### src/rtl/frac_div_sched.sv
// Fractional S/D period scheduler: a sequential divider yields q/r, then an error accumulator picks q or q+1 per period.
// New ratios load only at period boundaries; cfg_ready is low while a ratio is being computed or is waiting to load.
module frac_div_sched #(
  parameter int W = 8
) (
  input  logic         clk,
  input  logic         rst,
  input  logic         cfg_valid,
  output logic         cfg_ready,
  input  logic [W-1:0] cfg_s,
  input  logic [W-1:0] cfg_d,
  output logic         cfg_err,
  input  logic         en,
  output logic         clk_div,
  output logic         period_start,
  output logic [W:0]   cur_div,
  output logic         running
);

  localparam int SW = $clog2(W);

  typedef enum logic [1:0] {IDLE, CALC, RUN, PEND} state_t;

  state_t         state_q, state_d;
  logic           from_run_q, from_run_d;
  logic [W-1:0]   nd_q, nd_d;
  logic [W-1:0]   quo_q, quo_d;
  logic [W-1:0]   rem_q, rem_d;
  logic [SW-1:0]  step_q, step_d;
  logic [W-1:0]   q_q, q_d;
  logic [W-1:0]   r_q, r_d;
  logic [W-1:0]   d_q, d_d;
  logic [W:0]     acc_q, acc_d;
  logic [W:0]     cnt_q, cnt_d;
  logic [W:0]     n_q, n_d;
  logic           clk_div_q, clk_div_d;
  logic           ps_q, ps_d;
  logic           run_q, run_d;
  logic           err_q, err_d;

  // Restoring divider step
  logic [W:0]     trial;
  logic           ge;
  logic [W-1:0]   rem_nxt;
  logic [W-1:0]   quo_nxt;

  // Scheduling
  logic           hs, bad;
  logic           calc_done, use_new, have_ratio, bnd, start, ld, long_p;
  logic [W-1:0]   eff_q, eff_r, eff_d;
  logic [W:0]     acc_base, a_sum;
  logic [W+1:0]   half;

  assign cfg_ready    = (state_q == IDLE) || (state_q == RUN);
  assign cfg_err      = err_q;
  assign clk_div      = clk_div_q;
  assign period_start = ps_q;
  assign cur_div      = n_q;
  assign running      = run_q;

  always_comb begin
    trial   = {rem_q, quo_q[W-1]};
    ge      = trial >= {1'b0, nd_q};
    rem_nxt = ge ? (trial[W-1:0] - nd_q) : trial[W-1:0];
    quo_nxt = {quo_q[W-2:0], ge};
  end

  always_comb begin
    hs  = cfg_valid && cfg_ready;
    bad = (cfg_d == '0) || ({1'b0, cfg_s} < {cfg_d, 1'b0});

    calc_done  = (state_q == CALC) && (step_q == SW'(W - 1));
    use_new    = calc_done || (state_q == PEND);
    have_ratio = (state_q == RUN) || (state_q == PEND) ||
                 ((state_q == CALC) && from_run_q) || calc_done;

    // In the final CALC cycle the divider result is still combinational
    eff_q = use_new ? ((state_q == CALC) ? quo_nxt : quo_q) : q_q;
    eff_r = use_new ? ((state_q == CALC) ? rem_nxt : rem_q) : r_q;
    eff_d = use_new ? nd_q : d_q;

    bnd   = !run_q || (cnt_q == n_q - 1'b1);
    start = bnd && en && have_ratio;
    ld    = use_new && (start || (calc_done && !from_run_q));

    acc_base = ld ? '0 : acc_q;
    a_sum    = acc_base + {1'b0, eff_r};
    long_p   = a_sum >= {1'b0, eff_d};
  end

  always_comb begin
    state_d    = state_q;
    from_run_d = from_run_q;
    nd_d       = nd_q;
    quo_d      = quo_q;
    rem_d      = rem_q;
    step_d     = step_q;
    q_d        = q_q;
    r_d        = r_q;
    d_d        = d_q;
    acc_d      = acc_q;
    cnt_d      = cnt_q;
    n_d        = n_q;
    run_d      = run_q;
    ps_d       = 1'b0;
    err_d      = hs && bad;

    case (state_q)
      IDLE, RUN: begin
        if (hs && !bad) begin
          state_d    = CALC;
          from_run_d = (state_q == RUN);
          nd_d       = cfg_d;
          quo_d      = cfg_s;
          rem_d      = '0;
          step_d     = '0;
        end
      end
      CALC: begin
        quo_d  = quo_nxt;
        rem_d  = rem_nxt;
        step_d = step_q + SW'(1);
        if (calc_done) begin
          state_d = (start || !from_run_q) ? RUN : PEND;
        end
      end
      PEND: begin
        if (start) begin
          state_d = RUN;
        end
      end
      default: state_d = IDLE;
    endcase

    if (ld) begin
      q_d   = eff_q;
      r_d   = eff_r;
      d_d   = eff_d;
      acc_d = '0;
    end

    if (start) begin
      n_d   = long_p ? ({1'b0, eff_q} + 1'b1) : {1'b0, eff_q};
      acc_d = long_p ? (a_sum - {1'b0, eff_d}) : a_sum;
      cnt_d = '0;
      run_d = 1'b1;
      ps_d  = 1'b1;
    end else if (run_q && !bnd) begin
      cnt_d = cnt_q + 1'b1;
    end else begin
      // Boundary with en low: hold cnt/acc, stop producing periods
      run_d = 1'b0;
    end

    half      = ({1'b0, n_d} + (W+2)'(1)) >> 1;
    clk_div_d = run_d && ({1'b0, cnt_d} < half);
  end

  always_ff @(posedge clk) begin
    if (rst) begin
      state_q    <= IDLE;
      from_run_q <= 1'b0;
      nd_q       <= '0;
      quo_q      <= '0;
      rem_q      <= '0;
      step_q     <= '0;
      q_q        <= '0;
      r_q        <= '0;
      d_q        <= '0;
      acc_q      <= '0;
      cnt_q      <= '0;
      n_q        <= '0;
      clk_div_q  <= 1'b0;
      ps_q       <= 1'b0;
      run_q      <= 1'b0;
      err_q      <= 1'b0;
    end else begin
      state_q    <= state_d;
      from_run_q <= from_run_d;
      nd_q       <= nd_d;
      quo_q      <= quo_d;
      rem_q      <= rem_d;
      step_q     <= step_d;
      q_q        <= q_d;
      r_q        <= r_d;
      d_q        <= d_d;
      acc_q      <= acc_d;
      cnt_q      <= cnt_d;
      n_q        <= n_d;
      clk_div_q  <= clk_div_d;
      ps_q       <= ps_d;
      run_q      <= run_d;
      err_q      <= err_d;
    end
  end

endmodule
### config.mk
export PLATFORM = sky130hd
export DESIGN_NAME = frac_div_sched
export DESIGN_NICKNAME = d
export VERILOG_FILES = /design/src/rtl/frac_div_sched.sv
export SDC_FILE = /design/constraint.sdc
export NUM_CORES = 1
export LEC_CHECK = 0
export CAP_MARGIN = 10
export CORE_ASPECT_RATIO = 0.75
export CORE_MARGIN = 2
export CORE_UTILIZATION = 30
export CTS_CLUSTER_DIAMETER = 40
export DETAILED_ROUTE_END_ITERATION = 16
export PLACE_DENSITY = 0.54
export SLEW_MARGIN = 20
export SYNTH_ARGS = -nofsm -noshare
export SYNTH_HDL_FRONTEND = slang
export SYNTH_SLANG_ARGS = --single-unit
### constraint.sdc
create_clock -name clk -period 19.9 [get_ports clk]
set_input_delay 1.99 -clock clk [delete_from_list [all_inputs] [get_ports clk]]
set_output_delay 1.99 -clock clk [all_outputs]
set_load 0.05 [all_outputs]
# After elaboration in Yosys (flattened, before gate mapping)
# Cells that the tools add are included.
dict set report word_totals {
  register_bits 85
  inputBits 20
  output_inout_bits 14
  word_cells 94
}
dict set report op_classes {
  add_sub_neg 8
  n_lt_le_gt_ge 4
  n_eq_ne 8
  muxes 27
  reduce_logical 31
}
# operator count
set op_table {}
lappend op_table {{8-bit 2-to-1 mux} 8}
lappend op_table {{9-bit 2-to-1 mux} 7}
lappend op_table {{8-bit case mux with 2 select lines} 2}
lappend op_table {{9-bit by 8-bit greater-or-equal comparator with 1-bit output} 2}
lappend op_table {{1-bit logical AND} 11}
lappend op_table {{9-bit by 1-bit adder with 10-bit output, second input constant} 1}
lappend op_table {{8-bit by 1-bit adder with 9-bit output, second input constant} 1}
lappend op_table {{9-bit by 1-bit adder with 9-bit output, second input constant} 1}
lappend op_table {{9-bit by 8-bit adder with 9-bit output} 1}
lappend op_table {{9-bit equality test} 1}
lappend op_table {{1-bit logical OR} 9}
lappend op_table {{8-bit by 9-bit less-than comparator with 1-bit output} 1}
lappend op_table {{9-bit less-than comparator} 1}
lappend op_table {{9-bit by 1-bit subtractor with 9-bit output, second input constant} 1}
lappend op_table {{9-bit by 8-bit subtractor with 9-bit output} 1}
lappend op_table {{8-bit logical NOT} 1}
lappend op_table {{8-bit subtractor} 1}
lappend op_table {{2-bit 2-to-1 mux} 3}
lappend op_table {{2-bit inequality test, second input constant} 3}
lappend op_table {{2-bit case mux with 3 select lines} 1}
lappend op_table {{3-bit case mux with 2 select lines} 1}
lappend op_table {{2-bit equality test, second input constant} 2}
lappend op_table {{1-bit logical NOT} 4}
lappend op_table {{1-bit 2-to-1 mux} 4}
lappend op_table {{9 further kinds} 10}

# Longest topological paths before layout
# Gate-level depths: netlist of the first run.
dict set report logic_depth {
  word_depth 15
  mapped_depth 44
  ltp_nobuf 41
}

# Worst setup path before layout of the first run
# OpenSTA, ideal clock, no wires.
dict set report synth_timing {
  path_type {register to register}
  start {register n_q[0], in the netlist cur_div[0]}
  end {register clk_div_q, in the netlist clk_div}
  setup_time_ns 0.078
  arrival_ns 8.324
  t_required_ns 19.822
  setup_slack_ns 11.499
  path_stages_with_launch 42
  path_buffers 3
  synth_period_minus_slack_ns 8.401
  path_cell_list {dfxtp_1 inv_1 ha_1 xor2_1 o211ai_1 or4b_4 a211o_1 a21oi_2 clkbuf_1 clkbuf_1 o21ai_1 nand2_1 inv_1 ha_1 a21o_1 a21oi_1 o21ai_0 a21oi_1 [... 6 more ...] nor4_1 a21oi_1 or3_1 o221a_2 a311o_1 or3_1 buf_2 nor2_1 xor2_1 ha_1 nor2b_1 o21ai_0 nand2b_1 a21oi_1 nor2b_1 o21ai_0 nand2_1 nor3_1}
}
dict set report synth_between {
  elab_chain_len 15
  elab_cells_between_ends 21
  cone_classes {add/sub: 3; order compare: 2; eq/ne: 1; mux: 7; reduce/logical: 8}
}
# item line
set synth_rtl {}
lappend synth_rtl {{start, declared} 35} ;# logic [W:0] n_q, n_d;
lappend synth_rtl {{start signal, assigned} 189} ;# n_q <= n_d;
lappend synth_rtl {{9-bit by 1-bit subtractor with 9-bit output} 82} ;# bnd = !run_q || (cnt_q == n_q - 1'b1);
lappend synth_rtl {{9-bit equality test} 82}
lappend synth_rtl {{1-bit logical OR} 82}
lappend synth_rtl {{1-bit logical AND (2 in series)} 83} ;# start = bnd && en && have_ratio;
lappend synth_rtl {{1-bit logical OR} 84} ;# ld = use_new && (start || (calc_done && !from_run_q));
lappend synth_rtl {{1-bit logical AND} 84}
lappend synth_rtl {{9-bit 2-to-1 mux} n/a}
lappend synth_rtl {{9-bit by 8-bit adder with 9-bit output} 87} ;# a_sum = acc_base + {1'b0, eff_r};
lappend synth_rtl {{9-bit by 8-bit greater-or-equal comparator with 1-bit output} 88} ;# long_p = a_sum >= {1'b0, eff_d};
lappend synth_rtl {{9-bit 2-to-1 mux} 143} ;# n_d = long_p ? ({1'b0, eff_q} + 1'b1) : {1'b0, eff_q};
lappend synth_rtl {{9-bit 2-to-1 mux} 142} ;# if (start) begin
lappend synth_rtl {{9-bit by 1-bit adder with 10-bit output} 155} ;# half = ({1'b0, n_d} + (W+2)'(1)) >> 1;
lappend synth_rtl {{9-bit less-than comparator} 156} ;# clk_div_d = run_d && ({1'b0, cnt_d} < half);
lappend synth_rtl {{1-bit logical AND (*)} 156}
lappend synth_rtl {{end signal, assigned} 190} ;# clk_div_q <= clk_div_d;
lappend synth_rtl {{end, declared} 36} ;# logic clk_div_q, clk_div_d;
# Every way passes the cells marked *; elsewhere a longest branch is shown, timed or not.
# A chain may end at the register's enable or synchronous reset.

# Worst setup path after layout of the first run
dict set report layout_timing {
  start {input en}
  end {register clk_div_q, in the netlist clk_div}
}
dict set report layout_between {
  elab_chain_len 12
  elab_cells_between_ends 14
  cone_classes {add/sub: 2; order compare: 2; mux: 5; reduce/logical: 5}
}
# item line
set layout_rtl {}
lappend layout_rtl {{start, declared} 13} ;# input logic en,
lappend layout_rtl {{1-bit logical AND (*) (2 in series)} 83}
lappend layout_rtl {{1-bit logical OR} 84}
lappend layout_rtl {{1-bit logical AND} 84}
lappend layout_rtl {{9-bit 2-to-1 mux} n/a}
lappend layout_rtl {{9-bit by 8-bit adder with 9-bit output} 87}
lappend layout_rtl {{9-bit by 8-bit greater-or-equal comparator with 1-bit output} 88}
lappend layout_rtl {{9-bit 2-to-1 mux} 143}
lappend layout_rtl {{9-bit 2-to-1 mux} 142}
lappend layout_rtl {{9-bit by 1-bit adder with 10-bit output} 155}
lappend layout_rtl {{9-bit less-than comparator} 156}
lappend layout_rtl {{1-bit logical AND (*)} 156}
# Marked as above.

==> results.yml, run 1 <==
layout:
  layout.cells.most_common: "nor2_1"
  syn2layout_area_growth_pct: 14.9
  antenna_cells: 0
  layout_common_cells: "nor2_1, dfxtp_1, a21oi_1"
  fin_cells: 1034
  final_nets: 842
  drive_above_1_share: 0.0627
sta:
  hold_viol: 0
  tightest_slew_ns: 0.957
  fmax_ghz: 0.113
  setup_violations: 0
  relSlewSlack: 0.362
  slew_violations: 0
  finalCritPeriodShare: 0.443
  setup_tns_ns: 0
  layout_min_cycle_time_ns: 8.82
  whs_ns: 0.455
  fin_worst_skew_ns: 0.00766
  rsz0062_at_grt: "no"
die:
  rows: 44
  dieArea_mm2: 0.0205
  die_h_um: 125
  die_w_um: 165
  core-area_mm2: 0.0192
  initial_core_util: 0.303
  ios: 34
synthesis:
  synth_cell_types: 63
  synth_flop_cell: "dfxtp_1"
  syn_area_mm2: 0.00582
  synthArstFlopShare: 0
  yosysWarningCount: 0
  synth_seq_cells: 85
  synth_seq_area_share: 0.292
  syn-num-nets: 830
  synth_cells: 764
  synth_edf_count: 0
  avgSynthCellArea_um2: 7.62
global_routing:
  grt_max_degree: 85
  grt_pass1_wl_um: 26200
  grt_pass1_vias: 5006
  track_usage: 0.161
  antenna_found_initial: 0
  grt.overflow.total: 0
setup_path:
  path_max_fanout: 21
  r2r-end: "clk_div"
  r2r_slack_ns: 11.35
  reg2reg_depth: 39
  critPathLaunchType: "primary input"
  critPathArrivalTime_ns: 9.10
  slowest_stage: "or3_1"
  end_kind: "register"
  timing.rr.start: "nd_q[1]"
  crit_top_cell: "a21oi_1"
  worstSetupPathType: "primary input to register"
  critical-path-max-stage-delay_ns: 0.71
  required_ns: 20.17
cts:
  cts_tree: "yes"
  cts.clk_slew.worst_paths_ns: 0.07
  post_cts_resize_count: 0
  clockBufferDepth: 2
  numCtsBuffers: 9
  cts_root_buf: "clkbuf_16"
  clock_latency_ns: 0.35
  post-cts-setup-buffer-count: 0
  cts_hold_buffers: 0
  cts.sinks: 85
  htreeDepth: 3
routing:
  detail-route-antenna-nets: 0
  first_pass_iters: 5
  wl_per_cell_um: 15.3
  viasPerCell: 5.02
  drc: 0
  totalWireLength_um: 15800
  drtIter0Drc: 367
  via_count: 5195
power:
  ir_drop_mv: 0.0340
  p_leak_uw: 0.00263
  cellPowerDensity_mw_per_mm2: 59.4
placement:
  dp_cells: 1018
  gp_congestion: 0.820
  hpwl_um: 11800
  port_buffers: 33
min_path:
  min_to: "d_q[0]"
  worstHoldPathType: "register to register"
  min-delay-start: "d_q[0]"
  hold_depth: 2
run:
  cap_violations: 0
run_status:
  status: "completed"
## where the power goes
part	switching (µW)	total [µW]	internal, µW
Sequential	3.36	176	173
Clock	76.4	176	99.1
Combinational	26.4	45.8	19.4
Total	106	398	291
## state kept, by name, indices dropped and copies added (netlist names), 2 cells and up
signal   flops
acc_q        9
cur_div      9
cnt_q        9
r_q          8
quo_q        8
nd_q         8
rem_q        8
q_q          8
state_q      2
d_q          8
step_q       3
## per-layer routing
layer / vias up / global-route usage / routed length, µm
li1: 2708 / - / -
met1: 2399 / 0.245 / 8690
met2: 82 / 0.233 / 6500
met3: 6 / 0.0336 / 528
met4: 0 / 0.0281 / 99
met5: - / 0 / 0
## how the worst max path moves through the flow
stage	from	endpoint	slack, ns	depth (start not counted)
floorplan	cur_div[0]	clk_div	11.50	41
global placement	en	clk_div	10.86	35
detailed placement	en	clk_div	10.81	35
CTS	en	clk_div	11.13	35
global route	en	clk_div	10.32	35
finish	en	clk_div	11.08	35
## worst max-delay path, delay by kind of cell
| kind | cells | cell delay (ns) |
|---|---|---|
| AND/OR/NAND/NOR | 12 | 2.32 |
| buffers and inverters | 3 | 0.78 |
| XOR/XNOR | 2 | 0.32 |
| AO/OA/AOI/OAI | 15 | 2.84 |
| adder cells (fa/ha/maj) | 3 | 0.82 |
## cell families (layout without fill, tap and decap cells)
group	count (synthesis)	count (layout)	synth area share
muxes	22	22	0.0385
and+or+nand+nor	295	295	0.238
DFF	85	85	0.292
xor gates and xnor gates	40	40	0.0602
adders and majority gates	46	46	0.103
AOI/OAI and AO/OA	200	200	0.219
buffers and inverters	76	93	0.0494
## cells in the mapped netlist, types with 3 or more instances
master    number  share of area
a211o_1        4         0.0060
and3_1         5         0.0054
a31o_2         3         0.0045
nor3b_1        3         0.0039
or3_1          4         0.0043
a21o_1        10          0.013
a211oi_1      28          0.036
nand4_1       12          0.013
ha_1          43          0.092
o211ai_1       4         0.0052
nand2b_1       5         0.0054
o21ai_0       28          0.024
o21bai_1       4         0.0052
nor2b_1       18          0.019
a22oi_1        3         0.0039
mux2i_1       19          0.033
o21a_1         8          0.010
nand3_1       12          0.010
or2_2          6         0.0064
mux2_2         3         0.0058
fa_1           3          0.010
a311oi_1       5         0.0075
nand2_1       70          0.045
a21oi_1       78          0.067
nor2_1       123          0.079
a31oi_1        4         0.0043
nor3_1        12          0.010
clkbuf_1      31          0.020
xnor2_1       24          0.036
and2_1         9         0.0097
dfxtp_1       85           0.29
a22o_1         3         0.0045
inv_1         36          0.023
buf_1          7         0.0045
xor2_1        16          0.024
## layout make-up
cell class	instances	area, µm²
Inverter	36	135
Clock inverter	7	81.3
Sequential cell	85	1700
Tap cell	253	317
Multi-Input combinational cell	603	3840
Fill cell	2026	12500
Timing Repair Buffer	41	385
Clock buffer	9	225
## per-stage QoR
stage | total power, µW | utilization | cell area, µm² | setup WS, ns
after detailed placement | 225 | 0.332 | 6380 | 10.81
after global routing | 414 | 0.348 | 6690 | 10.32
final | 398 | 0.348 | 6690 | 11.08
after CTS | 402 | 0.348 | 6690 | 11.13
after floorplan | 211 | - | 5820 | 11.50
after global placement | 225 | 0.332 | 6380 | 10.86
Power figures use the tool's default switching activity.
==> run 2: changes to the inputs <==
Clock period 19.9 ns to 8.4 ns, I/O delays scaled along.
==> results.yml, run 2 (synthesized netlist as in run 1, its figures left out) <==
setup_path:
  critPathArrivalTime_ns: 8.11
  timing.rr.start: "cur_div[0]"
  critical-path-max-stage-delay_ns: 0.53
  critPathLaunchType: "register"
  end_kind: "register"
  path_max_fanout: 16
  startpoint: "cur_div[0]"
  slowest_stage: "or4b_4"
  required_ns: 8.68
  worstSetupPathType: "register to register"
  crit_top_cell: "ha_1"
routing:
  totalWireLength_um: 15900
  via_count: 5200
  wl_per_cell_um: 15.3
  drtIter0Drc: 392
  first_pass_iters: 6
  drc: 0
  detail-route-antenna-nets: 0
  viasPerCell: 4.98
die:
  ios: 34
  core-area_mm2: 0.0192
  initial_core_util: 0.303
  die_h_um: 125
  die_w_um: 165
  dieArea_mm2: 0.0205
  rows: 44
placement:
  port_buffers: 33
  hpwl_um: 11800
  pre_cts_ws_ns: 0.310
  gp_congestion: 0.787
  dp_cells: 1028
power:
  pwr-share-seq: 0.461
  clkPwrFrac: 0.417
  cellPowerDensity_mw_per_mm2: 134
  ir_drop_mv: 0.0837
  comb_power_share: 0.121
  power_uw: 906
  p_sw_uw: 247
  switching_share: 0.272
  cell_internal_pwr_uw: 659
  p_leak_uw: 0.00267
cts:
  numCtsBuffers: 9
  post-cts-setup-buffer-count: 0
  cts_root_buf: "clkbuf_16"
  cts_hold_buffers: 0
  clockBufferDepth: 2
  htreeDepth: 3
  cts.clk_slew.worst_paths_ns: 0.07
  cts.sinks: 85
  cts_tree: "yes"
  clock_latency_ns: 0.35
  post_cts_resize_count: 0
run:
  cap_violations: 0
global_routing:
  grt.overflow.total: 0
  antenna_found_initial: 0
  grt_pass1_wl_um: 26000
  grt_max_degree: 85
  grt_pass1_vias: 4802
  track_usage: 0.162
sta:
  finalCritPeriodShare: 0.932
  rsz0062_at_grt: "no"
  fmax_ghz: 0.128
  relSlewSlack: 0.371
  setup_tns_ns: 0
  layout_min_cycle_time_ns: 7.83
  tightest_slew_ns: 0.943
  fin_worst_skew_ns: 0.00983
  setup_ws_ns: 0.567
  slew_violations: 0
  hold_viol: 0
  setup_violations: 0
layout:
  layout.cells.most_common: "nor2_1"
  fin_cells: 1044
  syn2layout_area_growth_pct: 16.2
  antenna_cells: 0
  layout_common_cells: "nor2_1, dfxtp_1, a21oi_1"
  drive_above_1_share: 0.0834
  final_nets: 852
min_path:
  min-delay-start: "nd_q[7]"
  worstHoldPathType: "register to register"
run_status:
  status: "completed"
[run 2: changes by cell type in the layout (fill, tap and decap cells not counted), sizes merged]
cell	previous run	this run
clkinv	2	3
bufinv	1	0
inv	39	36
clkbuf	9	11
buf	9	19
clkinvlp	1	2
[run 2: through the flow]
stage	utilization	hold slack, ns	area (µm²)
3_3_place_gp	0.336	0.445	6460
4_1_cts	0.350	0.454	6730
6_report	0.352	0.455	6770
2_1_floorplan	-	0.432	5820
5_1_grt	0.352	0.479	6770
3_5_place_dp	0.336	0.447	6460
[run 2: final cells by class]
type	count	area [µm²]
repair buffers	51	460
fillers	2005	12400
multi-input cells	603	3880
clock inverters	5	37.5
clock buffers	11	233
flip-flops and latches	85	1700
inverters	36	135
well taps	253	317
[run 2: path summary, 6_finish.rpt]
path | endpoint | slack, ns | cells past startpoint
worst max register to register | clk_div | 0.57 | 37
worst min register to register | d_q[7] | 0.45 | 2
worst max-delay path | clk_div | 0.57 | 37
worst min-delay path | d_q[7] | 0.45 | 2
[run 2: metal layers]
metal	vias to the layer above	wire, µm	GRT usage
met3	8	581	0.0320
met4	0	150	0.0368
met5	-	0	0
met1	2377	8750	0.249
met2	96	6460	0.229
li1	2719	-	-
[run 2: critical path, delay by kind of cell (launching register included)]
family	cells	cell delay, ns
xor gates and xnor gates	3	0.48
AOI/OAI and AO/OA	14	2.73
DFF	1	0.38
buffers and inverters	3	0.40
adders and majority gates	4	1.18
and+or+nand+nor	13	2.57
[run 2: power groups by stage]
stage	sequential (µW)	clock [µW]	combinational (µW)
after floorplan	425	0	74.9
after global placement	427	0	106
after detailed placement	427	0	106
after CTS	418	392	106
after global routing	419	407	122
final	418	378	110
